**config.mk**
```make
export PLATFORM = sky130hd
export DESIGN_NAME = fetch_unit
export DESIGN_NICKNAME = d
export VERILOG_FILES = /design/src/rtl/fetch_pkg.sv /design/src/rtl/fetch_fifo.sv /design/src/rtl/fetch_unit.sv
export SDC_FILE = /design/constraint.sdc
export NUM_CORES = 1
export LEC_CHECK = 0
export ABC_AREA = 1
export BUFFER_PORTS_ARGS = -buffer_cell sky130_fd_sc_hd__buf_2
export CAP_MARGIN = 10
export CORE_UTILIZATION = 55
export CTS_CLUSTER_DIAMETER = 100
export DETAILED_ROUTE_END_ITERATION = 8
export PLACE_DENSITY_LB_ADDON = 0.12
export SYNTH_ARGS = -nofsm -noshare
export SYNTH_HDL_FRONTEND = slang
export SYNTH_HIERARCHICAL = 1
export SYNTH_SLANG_ARGS = --single-unit
```
**constraint.sdc**
```tcl
create_clock -name clk -period 14.8 [get_ports clk]
set_clock_uncertainty 0.2 [all_clocks]
set_input_delay 1.48 -clock clk [delete_from_list [all_inputs] [get_ports clk]]
set_output_delay 1.48 -clock clk [all_outputs]
set_load 0.05 [all_outputs]
```
**src/rtl/fetch_pkg.sv**
```systemverilog
// Shared types and constants for the instruction fetch stage.
// Entry layout is the FIFO payload: PC plus raw instruction word.
package fetch_pkg;

  localparam int INSTR_W = 32;
  localparam int OP_MSB  = 31;
  localparam int OP_LSB  = 21;
  localparam int PC_W    = 64;

  typedef struct packed {
    logic [PC_W-1:0]    pc;
    logic [INSTR_W-1:0] instr;
  } fetch_entry_t;

endpackage

```
**src/rtl/fetch_fifo.sv**
```systemverilog
// Small synchronous FIFO of fetch entries for the fetch stage.
// Flush empties it in one cycle; push and pop may coincide when full.
module fetch_fifo
  import fetch_pkg::*;
#(
  parameter int DEPTH = 2,
  parameter int CW    = $clog2(DEPTH) + 1
) (
  input  logic         clk,
  input  logic         reset,
  input  logic         push,
  input  fetch_entry_t din,
  input  logic         pop,
  input  logic         flush,
  output logic [CW-1:0] count,
  output fetch_entry_t head
);

  localparam int AW = $clog2(DEPTH);

  fetch_entry_t  mem_q [DEPTH];
  logic [AW-1:0] rd_q, rd_d;
  logic [AW-1:0] wr_q, wr_d;
  logic [CW-1:0] cnt_q, cnt_d;

  always_comb begin
    rd_d  = rd_q;
    wr_d  = wr_q;
    cnt_d = cnt_q;
    if (flush) begin
      rd_d  = '0;
      wr_d  = '0;
      cnt_d = '0;
    end else begin
      if (push) wr_d = wr_q + 1'b1;
      if (pop)  rd_d = rd_q + 1'b1;
      cnt_d = cnt_q + CW'(push) - CW'(pop);
    end
  end

  always_ff @(posedge clk) begin
    if (reset) begin
      rd_q  <= '0;
      wr_q  <= '0;
      cnt_q <= '0;
    end else begin
      rd_q  <= rd_d;
      wr_q  <= wr_d;
      cnt_q <= cnt_d;
    end
  end

  always_ff @(posedge clk) begin
    if (push && !flush) mem_q[wr_q] <= din;
  end

  assign count = cnt_q;
  assign head  = mem_q[rd_q];

endmodule

```
**src/rtl/fetch_unit.sv**
```systemverilog
// Instruction fetch stage: PC, single-outstanding imem requests, decode FIFO.
// Optional FETCH_PERF_EN adds perf_fetched/perf_flushed counters.
module fetch_unit
  import fetch_pkg::*;
#(
  parameter int N = PC_W,
  parameter int DEPTH = 2,
  parameter logic [N-1:0] PC_RESET = '0
) (
  input  logic         clk,
  input  logic         reset,
  output logic         imem_req_valid,
  input  logic         imem_req_ready,
  output logic [N-1:0] imem_req_addr,
  input  logic         imem_rsp_valid,
  input  logic [31:0]  imem_rsp_data,
  input  logic         branch_valid,
  input  logic [N-1:0] branch_target,
  output logic         dec_valid,
  input  logic         dec_ready,
  output logic [31:0]  dec_instr,
  output logic [10:0]  dec_op,
  output logic [N-1:0] dec_pc
`ifdef FETCH_PERF_EN
  ,
  output logic [31:0]  perf_fetched,
  output logic [31:0]  perf_flushed
`endif
);

  localparam int CW = $clog2(DEPTH) + 1;

  logic [N-1:0]  pc_q, pc_d;
  logic [N-1:0]  req_pc_q, req_pc_d;
  logic          out_q, out_d;
  logic          drop_q, drop_d;
  logic [CW-1:0] count;
  logic [CW:0]   occ;
  fetch_entry_t  head, din;
  logic          rsp_acc, push, dec_fire, req_fire;

  assign rsp_acc  = imem_rsp_valid & out_q;
  assign dec_valid = (count != '0) & ~branch_valid;
  assign dec_fire = dec_valid & dec_ready;

  // Slots committed after this cycle: buffered + in flight - leaving
  assign occ = {1'b0, count} + (CW+1)'(out_q)
             - (CW+1)'(dec_fire);

  assign imem_req_valid = ~reset & ~branch_valid
                        & (~out_q | imem_rsp_valid)
                        & (occ < (CW+1)'(DEPTH));
  assign imem_req_addr = pc_q;
  assign req_fire = imem_req_valid & imem_req_ready;
  assign push = rsp_acc & ~drop_q & ~branch_valid;

  always_comb begin
    din       = '0;
    din.pc    = PC_W'(req_pc_q);
    din.instr = imem_rsp_data;
  end

  always_comb begin
    pc_d     = pc_q;
    req_pc_d = req_pc_q;
    out_d    = out_q;
    drop_d   = drop_q;
    if (req_fire) begin
      req_pc_d = pc_q;
      pc_d     = pc_q + N'(4);
      out_d    = 1'b1;
    end else if (rsp_acc) begin
      out_d = 1'b0;
    end
    if (rsp_acc) begin
      drop_d = 1'b0;
    end else if (branch_valid && out_q) begin
      drop_d = 1'b1;
    end
    if (branch_valid) pc_d = branch_target & ~N'(3);
  end

  always_ff @(posedge clk) begin
    if (reset) begin
      pc_q     <= PC_RESET;
      req_pc_q <= '0;
      out_q    <= 1'b0;
      drop_q   <= 1'b0;
    end else begin
      pc_q     <= pc_d;
      req_pc_q <= req_pc_d;
      out_q    <= out_d;
      drop_q   <= drop_d;
    end
  end

  fetch_fifo #(
    .DEPTH (DEPTH),
    .CW    (CW)
  ) u_fifo (
    .clk   (clk),
    .reset (reset),
    .push  (push),
    .din   (din),
    .pop   (dec_fire),
    .flush (branch_valid),
    .count (count),
    .head  (head)
  );

  assign dec_instr = head.instr;
  assign dec_op    = head.instr[OP_MSB:OP_LSB];
  assign dec_pc    = N'(head.pc);

`ifdef FETCH_PERF_EN
  logic [31:0] fetched_q, flushed_q;
  logic [31:0] flush_inc;

  assign flush_inc = (branch_valid ? 32'(count) : 32'd0)
                   + 32'(rsp_acc & (drop_q | branch_valid));

  always_ff @(posedge clk) begin
    if (reset) begin
      fetched_q <= '0;
      flushed_q <= '0;
    end else begin
      fetched_q <= fetched_q + 32'(dec_fire);
      flushed_q <= flushed_q + flush_inc;
    end
  end

  assign perf_fetched = fetched_q;
  assign perf_flushed = flushed_q;
`endif

endmodule

```
== Word level (Yosys, flattened, before mapping) ==
Memory sizes are Yosys's and may differ from the RTL's. A register that Yosys moved wholly into a read port is not among the register bits.
Cells that the tools add are included.
Cells by class
  magnitude comparators: 1
  bitwise gates (word level): 14
  reductions and logical operators: 8
  mux-type cells: 8
  add/subtract/negate cells: 7
Operators with widths (count)
  64-bit 2-to-1 mux: 2
  64-bit by 3-bit adder with 64-bit output (second input constant): 1
  1-bit bitwise AND: 9
  1-bit 2-to-1 mux: 6
  2-bit nonzero test: 3
  1-bit inverter: 4
  2-bit OR reduction: 2
  2-bit by 1-bit adder with 3-bit output: 1
  3-bit by 2-bit less-than comparator with 1-bit output (second input constant): 1
  3-bit by 1-bit subtractor with 3-bit output: 1
  1-bit adder (second input constant): 2
  2-bit by 1-bit adder with 2-bit output: 1
  1-bit logical AND: 2
  2-bit by 1-bit subtractor with 2-bit output: 1
  1-bit zero test: 1
  1-bit bitwise OR: 1
Word-level totals
  memories: 1
  word-level logic and storage cells: 47
  flip-flop bits (word level): 134
  input port bits: 102
  output and inout port bits: 173
  RAM bits: 192
Memories
  u_fifo.mem_q: words 2, bits a word 96, read ports 1, clocked after Yosys merged registers in 1, wr ports 1, RTL line fetch_fifo.sv:21  | fetch_entry_t mem_q [DEPTH];

== Logic depth before layout (Yosys ltp) ==
Gate-level depths: netlist of the first run.
  word-level depth: 9
  mapped depth: 17
  mapped depth without buffers: 16

== Cells and area by module ==
Netlist of the first run, hierarchy kept.
Modules (own cells, without submodules)
  fetch_fifo: sequential area each 5865.6 um^2, area an instance 7350.8 um^2, cells each 327, times used 1
  fetch_unit: sequential area each 2522.4 um^2, area an instance 7096.8 um^2, cells each 1146, times used 1

== Least setup slack after synthesis of the first run ==
No wires, ideal clock.
  path kind: input to register
  from: in branch_valid
  to: mem u_fifo/mem_q[1][0] (netlist bit), enable pin
  path slack: 5292 ps
  arrival time: 8639 ps
  stages on the path: 5
  required time: 13930 ps
  path through: clkbuf_1 -> buf_1 -> nor3_1 -> inv_1 -> nor3_1
On the way
  cells in the longest elaborated chain, start to end: 5
  elaborated cells between the ends (all ways): 6
  those cells by class: mux: 2; bitwise: 2; reduce/logical: 2
Ends and longest elaborated chain
  from (decl): RTL line fetch_unit.sv:17  | input logic branch_valid,
  1-bit inverter: RTL line fetch_unit.sv:55  | assign push = rsp_acc & ~drop_q & ~branch_valid;
  1-bit bitwise AND: RTL line fetch_unit.sv:55
  via push: RTL line fetch_unit.sv:40  | logic rsp_acc, push, dec_fire, req_fire;
  1-bit logical AND: RTL line fetch_fifo.sv:54  | if (push && !flush) mem_q[wr_q] <= din;
  1-bit 2-to-1 mux: RTL line fetch_fifo.sv:54
  1-bit 2-to-1 mux (not written as such): RTL line fetch_fifo.sv:54
  to (decl): RTL line fetch_fifo.sv:21
The timed path passes the listed nets, and every way through them passes these cells.

== Worst setup path in the final report of the first run ==
  from: in branch_valid
  to: out imem_req_valid
On the way
  cells in the longest elaborated chain, start to end: 6
  elaborated cells between the ends (all ways): 8
  those cells by class: add/sub: 1; order compare: 1; bitwise: 6
Ends and longest elaborated chain
  1-bit inverter: RTL line fetch_unit.sv:43  | assign dec_valid = (count != '0) & ~branch_valid;
  1-bit bitwise AND: RTL line fetch_unit.sv:43
  1-bit bitwise AND: RTL line fetch_unit.sv:44  | assign dec_fire = dec_valid & dec_ready;
  via dec_fire: RTL line fetch_unit.sv:40
  3-bit by 1-bit subtractor with 3-bit output: RTL line fetch_unit.sv:48  | - (CW+1)'(dec_fire);
  3-bit by 2-bit less-than comparator with 1-bit output: RTL line fetch_unit.sv:52  | & (occ < (CW+1)'(DEPTH));
  1-bit bitwise AND: RTL line fetch_unit.sv:52
  to (decl): RTL line fetch_unit.sv:12  | output logic imem_req_valid,
The timed path passes the listed nets, and every way through them passes these cells.

==> flow_summary.json, run 1 <==
{
  "syn-cell-area_mm2": 0.0144,
  "fp.dieH_um": 164,
  "slew_violations": 0,
  "die_x_um": 164,
  "layout_commonest_cell": "nand2_1",
  "worstSkewPairLatency_ps": 520,
  "avgViaCountPerCell": 5.36,
  "h-tree-depth": 2,
  "synthCells": 1473,
  "rows": 58,
  "timing.final.crit_share_pct": 39.6,
  "gp_congestion": 0.914,
  "die_area_mm2": 0.0269,
  "drc_errors": 0,
  "hold_viol_final": 0,
  "layout_common_cells": "nand2_1 (392), buf_2 (269), edfxtp_1 (192)",
  "fmax_mhz": 171,
  "period_needed_ps": 5860,
  "synth_warnings": 6,
  "first_iter_violations": 923,
  "antenna_found_initial": 2,
  "synth-main-ff-cell": "edfxtp_1",
  "worstPathArrival_ps": 4180,
  "grt_pass1_wl_mm": 56.6,
  "status": "finished, final reports clean",
  "gr-total-overflow": 0,
  "r2r_slack_ps": 10640,
  "synthArstFlopShare_pct": 0,
  "vias": 11156,
  "relSlewSlack_pct": 29.5,
  "wl_per_cell_um": 18.0,
  "cap_violations": 0,
  "cp-start-kind": "input port",
  "yosysSeqAreaShare_pct": 58.1,
  "tightestPinTransition_ps": 1060,
  "syn_area_per_cell_um2": 9.81,
  "area_growth_pct": 17.3,
  "postCtsHoldBufs": 0,
  "grt_pass1_vias": 10448,
  "drt-total-wl_mm": 37.4,
  "cts-root-buf": "clkbuf_16",
  "core_area_mm2": 0.0255,
  "clock-sinks": 323,
  "tns_ps": 0,
  "p_leak_uw": 0.00647,
  "synth_edf_count": 192,
  "grt_usage_pct": 27.6,
  "start_util_pct": 56.7,
  "rsz0062_at_grt": "no",
  "portBuffers": 270,
  "cts_tree": "built",
  "cp-end-kind": "output pin",
  "antenna_left": 0,
  "powerDensity_mw_per_mm2": 115,
  "clock_path_buffers": 3,
  "drtPass1Iterations": 5,
  "synthDistinctLibCells": 37,
  "cts_resized": 0,
  "drive_above_1_share_pct": 25.9,
  "post_cts_buffers": 0,
  "cp_max_fo": 64,
  "required_ps": 13120,
  "hold_path.class": "flop to flop",
  "ys_ff_latch": 323,
  "nets": 1829,
  "ir_drop_v": 0.0000755,
  "crit_type": "input port to output pin",
  "finalSetupViolations": 0,
  "power.total_uw": 1950,
  "grt_max_degree": 85,
  "cts_buffers": 34,
  "io_pins": 275,
  "clkTransAtPathRegs_ps": 60,
  "dp_hpwl_mm": 25.4
}
[final timing paths]
check             startpoint                   to  cells after the start
max             branch_valid       imem_req_valid                     12
min reg2reg     req_pc_q[45]  u_fifo/mem_q[0][77]                      0
min             req_pc_q[45]  u_fifo/mem_q[0][77]                      0
max reg2reg  u_fifo/count[1]         req_pc_q[56]                     13
[synth_stat cells, types with 15 or more instances]
library cell / n / share of area, %
mux2_4: 40 / 4.2
inv_1: 113 / 2.9
nand2_1: 392 / 10
o21ai_0: 49 / 1.7
edfxtp_1: 192 / 40
clkbuf_1: 25 / 0.65
dfxtp_1: 131 / 18
a21oi_1: 119 / 4.1
mux2_2: 56 / 4.4
nand3_1: 89 / 3.1
xnor2_1: 15 / 0.91
o21bai_1: 19 / 0.99
nor2_1: 127 / 3.3
buf_2: 20 / 0.69
[kinds of logic after synthesis]
logic type	synth area share, %
and+or+nand+nor	18.2
buffers and inverters	6.29
DFF	58.1
muxes	8.52
other	0.0260
xor gates and xnor gates	1.27
adders and majority gates	0.485
AOI/OAI and AO/OA	7.17
[flip-flops by register name, summed over array words and instances, names as in the netlist, named ones only]
name           flops
u_fifo/rd_q        1
out_q              1
drop_q             1
imem_req_addr     62
u_fifo/mem_q     192
u_fifo/wr_q        1
req_pc_q          62
u_fifo/count       2
[routing by layer]
layer	track usage (%)	part of all wire, %
met5	0	0
met2	44.8	47
met1	37.6	43
met4	10.1	2.9
met3	3.89	7.4
[metrics by stage]
| step | std cells | utilization, % | hold WS (ps) | cell area, um2 | setup WS [ps] |
|---|---|---|---|---|---|
| after floorplan | 1478 | - | 220 | 14500 | 5290 |
| after global placement | 2016 | 62.3 | 229 | 15900 | 8990 |
| after detailed placement | 2016 | 62.3 | 232 | 15900 | 8940 |
| after CTS | 2078 | 66.5 | 245 | 16900 | 8930 |
| after global routing | 2080 | 66.5 | 261 | 16900 | 8720 |
| final | 2080 | 66.5 | 248 | 16900 | 8940 |
[cell type report]
cell class                      instances  area [um2]
Antenna cell                            2        5.00
Timing Repair Buffer                  281        1440
Clock buffer                           51         966
Inverter                              117         442
Fill cell                            2113        8530
Sequential cell                       323        8390
Clock inverter                         11         108
Multi-Input combinational cell        965        5180
Tap cell                              330         413
[worst max-delay path, cell delays in order]
cell and delay (ps):
buf_2 70, buf_4 550, a21oi_1 120, and2_1 220
ha_1 270, or2_2 300, fa_1 490, inv_1 40
nor2_1 210, nand2_1 90, inv_1 60, buf_2 250
[power by group]
group | internal [uW] | total [uW] | switching, uW | leakage [uW]
Sequential | 964 | 992 | 27.1 | 0.00271
Combinational | 39.2 | 141 | 102 | 0.00323
Clock | 474 | 818 | 345 | 0.000522
No activity file was read; power rests on OpenSTA's default activity.
==> run 2, diff against run 1 <==
Settings changed: ABC_AREA 1 to 0.
Clock period 14.8 ns to 5.5 ns, I/O delays scaled along.
==> run 2 against run 1 <==
  * Worst hold slack got worse by 220 ps
  * Non-clock buffer count increased by 39
  * Synthesized cell count decreased by 23%
  * Largest power group unchanged
  * Critical path type is now flop to flop
  * Critical path depth unchanged
  * Sequential power increased to 2.7 times the previous value
  * Largest cell class unchanged
  * Critical endpoint is now imem_req_addr[44]
  * Worst setup slack got worse by 7600 ps
  * Highest routed layer is now met5
  * Wire length decreased by 11%
  * Combinational power increased by 150%
==> flow_summary.json, run 2 <==
{
  "finalSetupViolations": 0,
  "fmax_mhz": 242,
  "power.total_uw": 5090,
  "r2r_slack_ps": 1370,
  "netlist.area_leader.share_pct": 42.4,
  "h-tree-depth": 1,
  "pwr-share-seq_pct": 52.1,
  "worst_r2r_endpoint": "imem_req_addr[44]",
  "fp.dieH_um": 159,
  "drt-total-wl_mm": 33.2,
  "area_growth_pct": 21.3,
  "worstSkewPairLatency_ps": 560,
  "post_cts_buffers": 0,
  "powerDensity_mw_per_mm2": 308,
  "p_sw_uw": 1160,
  "period_needed_ps": 4130,
  "synth_area_leader_cell": "edfxtp_1",
  "syn_area_per_cell_um2": 11.9,
  "worstPathArrival_ps": 4410,
  "switching_share_pct": 22.9,
  "place_area_mm2": 0.0152,
  "synthCells": 1140,
  "clkPwrFrac_pct": 41.0,
  "synth_common_cells": "nand2_1 (202), edfxtp_1 (192), dfxtp_1 (131)",
  "synth_edf_count": 192,
  "min_path_cells": 3,
  "synthDistinctLibCells": 61,
  "layout_common_cells": "buf_2 (269), nand2_1 (202), edfxtp_1 (192)",
  "design_area_mm2": 0.0165,
  "clkTransAtPathRegs_ps": 60,
  "final_cells": 1776,
  "die_x_um": 159,
  "worstHoldStart": "branch_target[2]",
  "ys_ff_latch": 323,
  "nets": 1528,
  "timing.final.crit_share_pct": 75.2,
  "yosysSeqAreaShare_pct": 61.6,
  "holdPathEnd": "imem_req_addr[2]",
  "largest_reg_flops": 192,
  "synth_warnings": 6,
  "avgViaCountPerCell": 5.69,
  "p_int_uw": 3920,
  "gp_congestion": 0.889,
  "antenna_left": 0,
  "gr-total-overflow": 0,
  "cts_buffers": 31,
  "top_register": "u_fifo/mem_q",
  "io_pins": 275,
  "first_iter_violations": 773,
  "regToRegStartpoint": "u_fifo/count[1]",
  "drive_above_1_share_pct": 31.2,
  "nFillCells": 1912,
  "rsz0062_at_grt": "no",
  "hold_viol_final": 0,
  "reg2reg_depth": 12,
  "drc_errors": 0,
  "core_area_mm2": 0.0243,
  "dp_hpwl_mm": 21.7,
  "grt_usage_pct": 25.8,
  "cp-end-kind": "flop",
  "portBuffers": 270,
  "wl_per_cell_um": 18.7,
  "slew_violations": 0,
  "dp_cells": 1679,
  "rows": 57,
  "cap_violations": 0,
  "crit_type": "flop to flop",
  "ir_drop_v": 0.000250,
  "syn-cell-area_mm2": 0.0136,
  "clock-sinks": 323,
  "tightestPinTransition_ps": 1130,
  "grt_pass1_wl_mm": 51.7,
  "cts_tree": "built",
  "grt_max_degree": 101,
  "cp-start-kind": "flop",
  "clock_path_buffers": 3,
  "yosysMostFrequentCell": "nand2_1",
  "layout_commonest_cell": "buf_2",
  "cts-root-buf": "clkbuf_16",
  "hold_path.class": "input port to flop",
  "vias": 10098,
  "grt_pass1_vias": 9641,
  "status": "finished, final reports clean",
  "relSlewSlack_pct": 24.6,
  "p_leak_uw": 0.00620,
  "synth-main-ff-cell": "edfxtp_1",
  "start_util_pct": 56.0,
  "yosys-top-cells-area": "edfxtp_1 (42%), dfxtp_1 (19%), nand2_1 (5.6%)",
  "comb_power_share_pct": 6.9,
  "drtPass1Iterations": 5,
  "cp_max_fo": 55,
  "die_area_mm2": 0.0254,
  "synthArstFlopShare_pct": 0,
  "required_ps": 5770,
  "antenna_found_initial": 10
}
[run 2: changes by cell type after synthesis, sizes merged, moves of 18 or more]
cell and delta:
a31oi +20, inv -104, nand2 -198, nand3 -57
nor2 -98, nor4 +19, o21ai -29, o21bai -18
[run 2: critical path: stages (launching register included)]
cell	delay, ps
dfxtp_1	440
nor2_1	70
nor2_1	110
and2_1	200
ha_1	240
nand2b_1	150
fa_1	480
nor3b_1	300
and4_4	750
nand3_1	290
nor4_1	330
mux2_2	370
a21oi_1	120
[run 2: worst max path at each step]
| stage | start | endpoint |
|---|---|---|
| floorplan | branch_valid | u_fifo/mem_q[1][0] |
| global placement | branch_valid | imem_req_addr[44] |
| detailed placement | branch_valid | imem_req_addr[44] |
| CTS | u_fifo/count[1] | imem_req_addr[44] |
| global route | u_fifo/count[1] | imem_req_addr[44] |
| finish | u_fifo/count[1] | imem_req_addr[44] |
[run 2: power groups by stage]
stage,sequential (uW),combinational [uW],clock [uW]
after CTS,2650,352,2130
after global routing,2660,376,2220
after global placement,2700,328,0
final,2650,352,2090
after floorplan,2780,129,0
after detailed placement,2700,333,0
[run 2: layout make-up]
cell class | instances | area [um2] | area share [%]
well taps | 324 | 405 | 2.46
flip-flops and latches | 323 | 8390 | 50.8
repair buffers | 320 | 1860 | 11.3
multi-input cells | 732 | 4770 | 28.9
clock buffers | 48 | 911 | 5.52
clock inverters | 9 | 97.6 | 0.591
inverters | 13 | 48.8 | 0.296
diodes | 7 | 17.5 | 0.106
[run 2: per-stage QoR]
stage	hold slack (ps)	setup TNS, ps	utilization (%)	setup WS, ps
finish	26.5	0	67.9	1370
CTS	4.66	0	67.8	1380
detailed placement	238	0	62.3	1240
global route	31.0	0	67.9	1070
global placement	229	0	62.3	1310
floorplan	225	-44560	-	-236
[run 2: logic make-up after synthesis]
logic type               share of synthesized area [%]
buffers and inverters                             3.63
AND/OR/NAND/NOR                                   14.1
other                                           0.0275
adder cells (fa/ha/maj)                          0.515
AO/OA/AOI/OAI                                     8.73
multiplexers                                      9.87
flip-flops                                        61.6
XOR/XNOR                                          1.45
[run 2: what timing repair did]
item	4_1_cts	5_1_grt
resized for setup	0	0
endpoints found under the hold margin	65	0
endpoints found under the setup margin	0	0
hold buffers	33	0
[run 2: routing by layer]
layer	vias up	part of all wire (%)	GRT usage, %
met5	-	0.11	0
met4	6	4.0	11.7
met3	89	7.9	5.13
met2	443	46	41.4
met1	4808	42	34.1
li1	4752	-	-
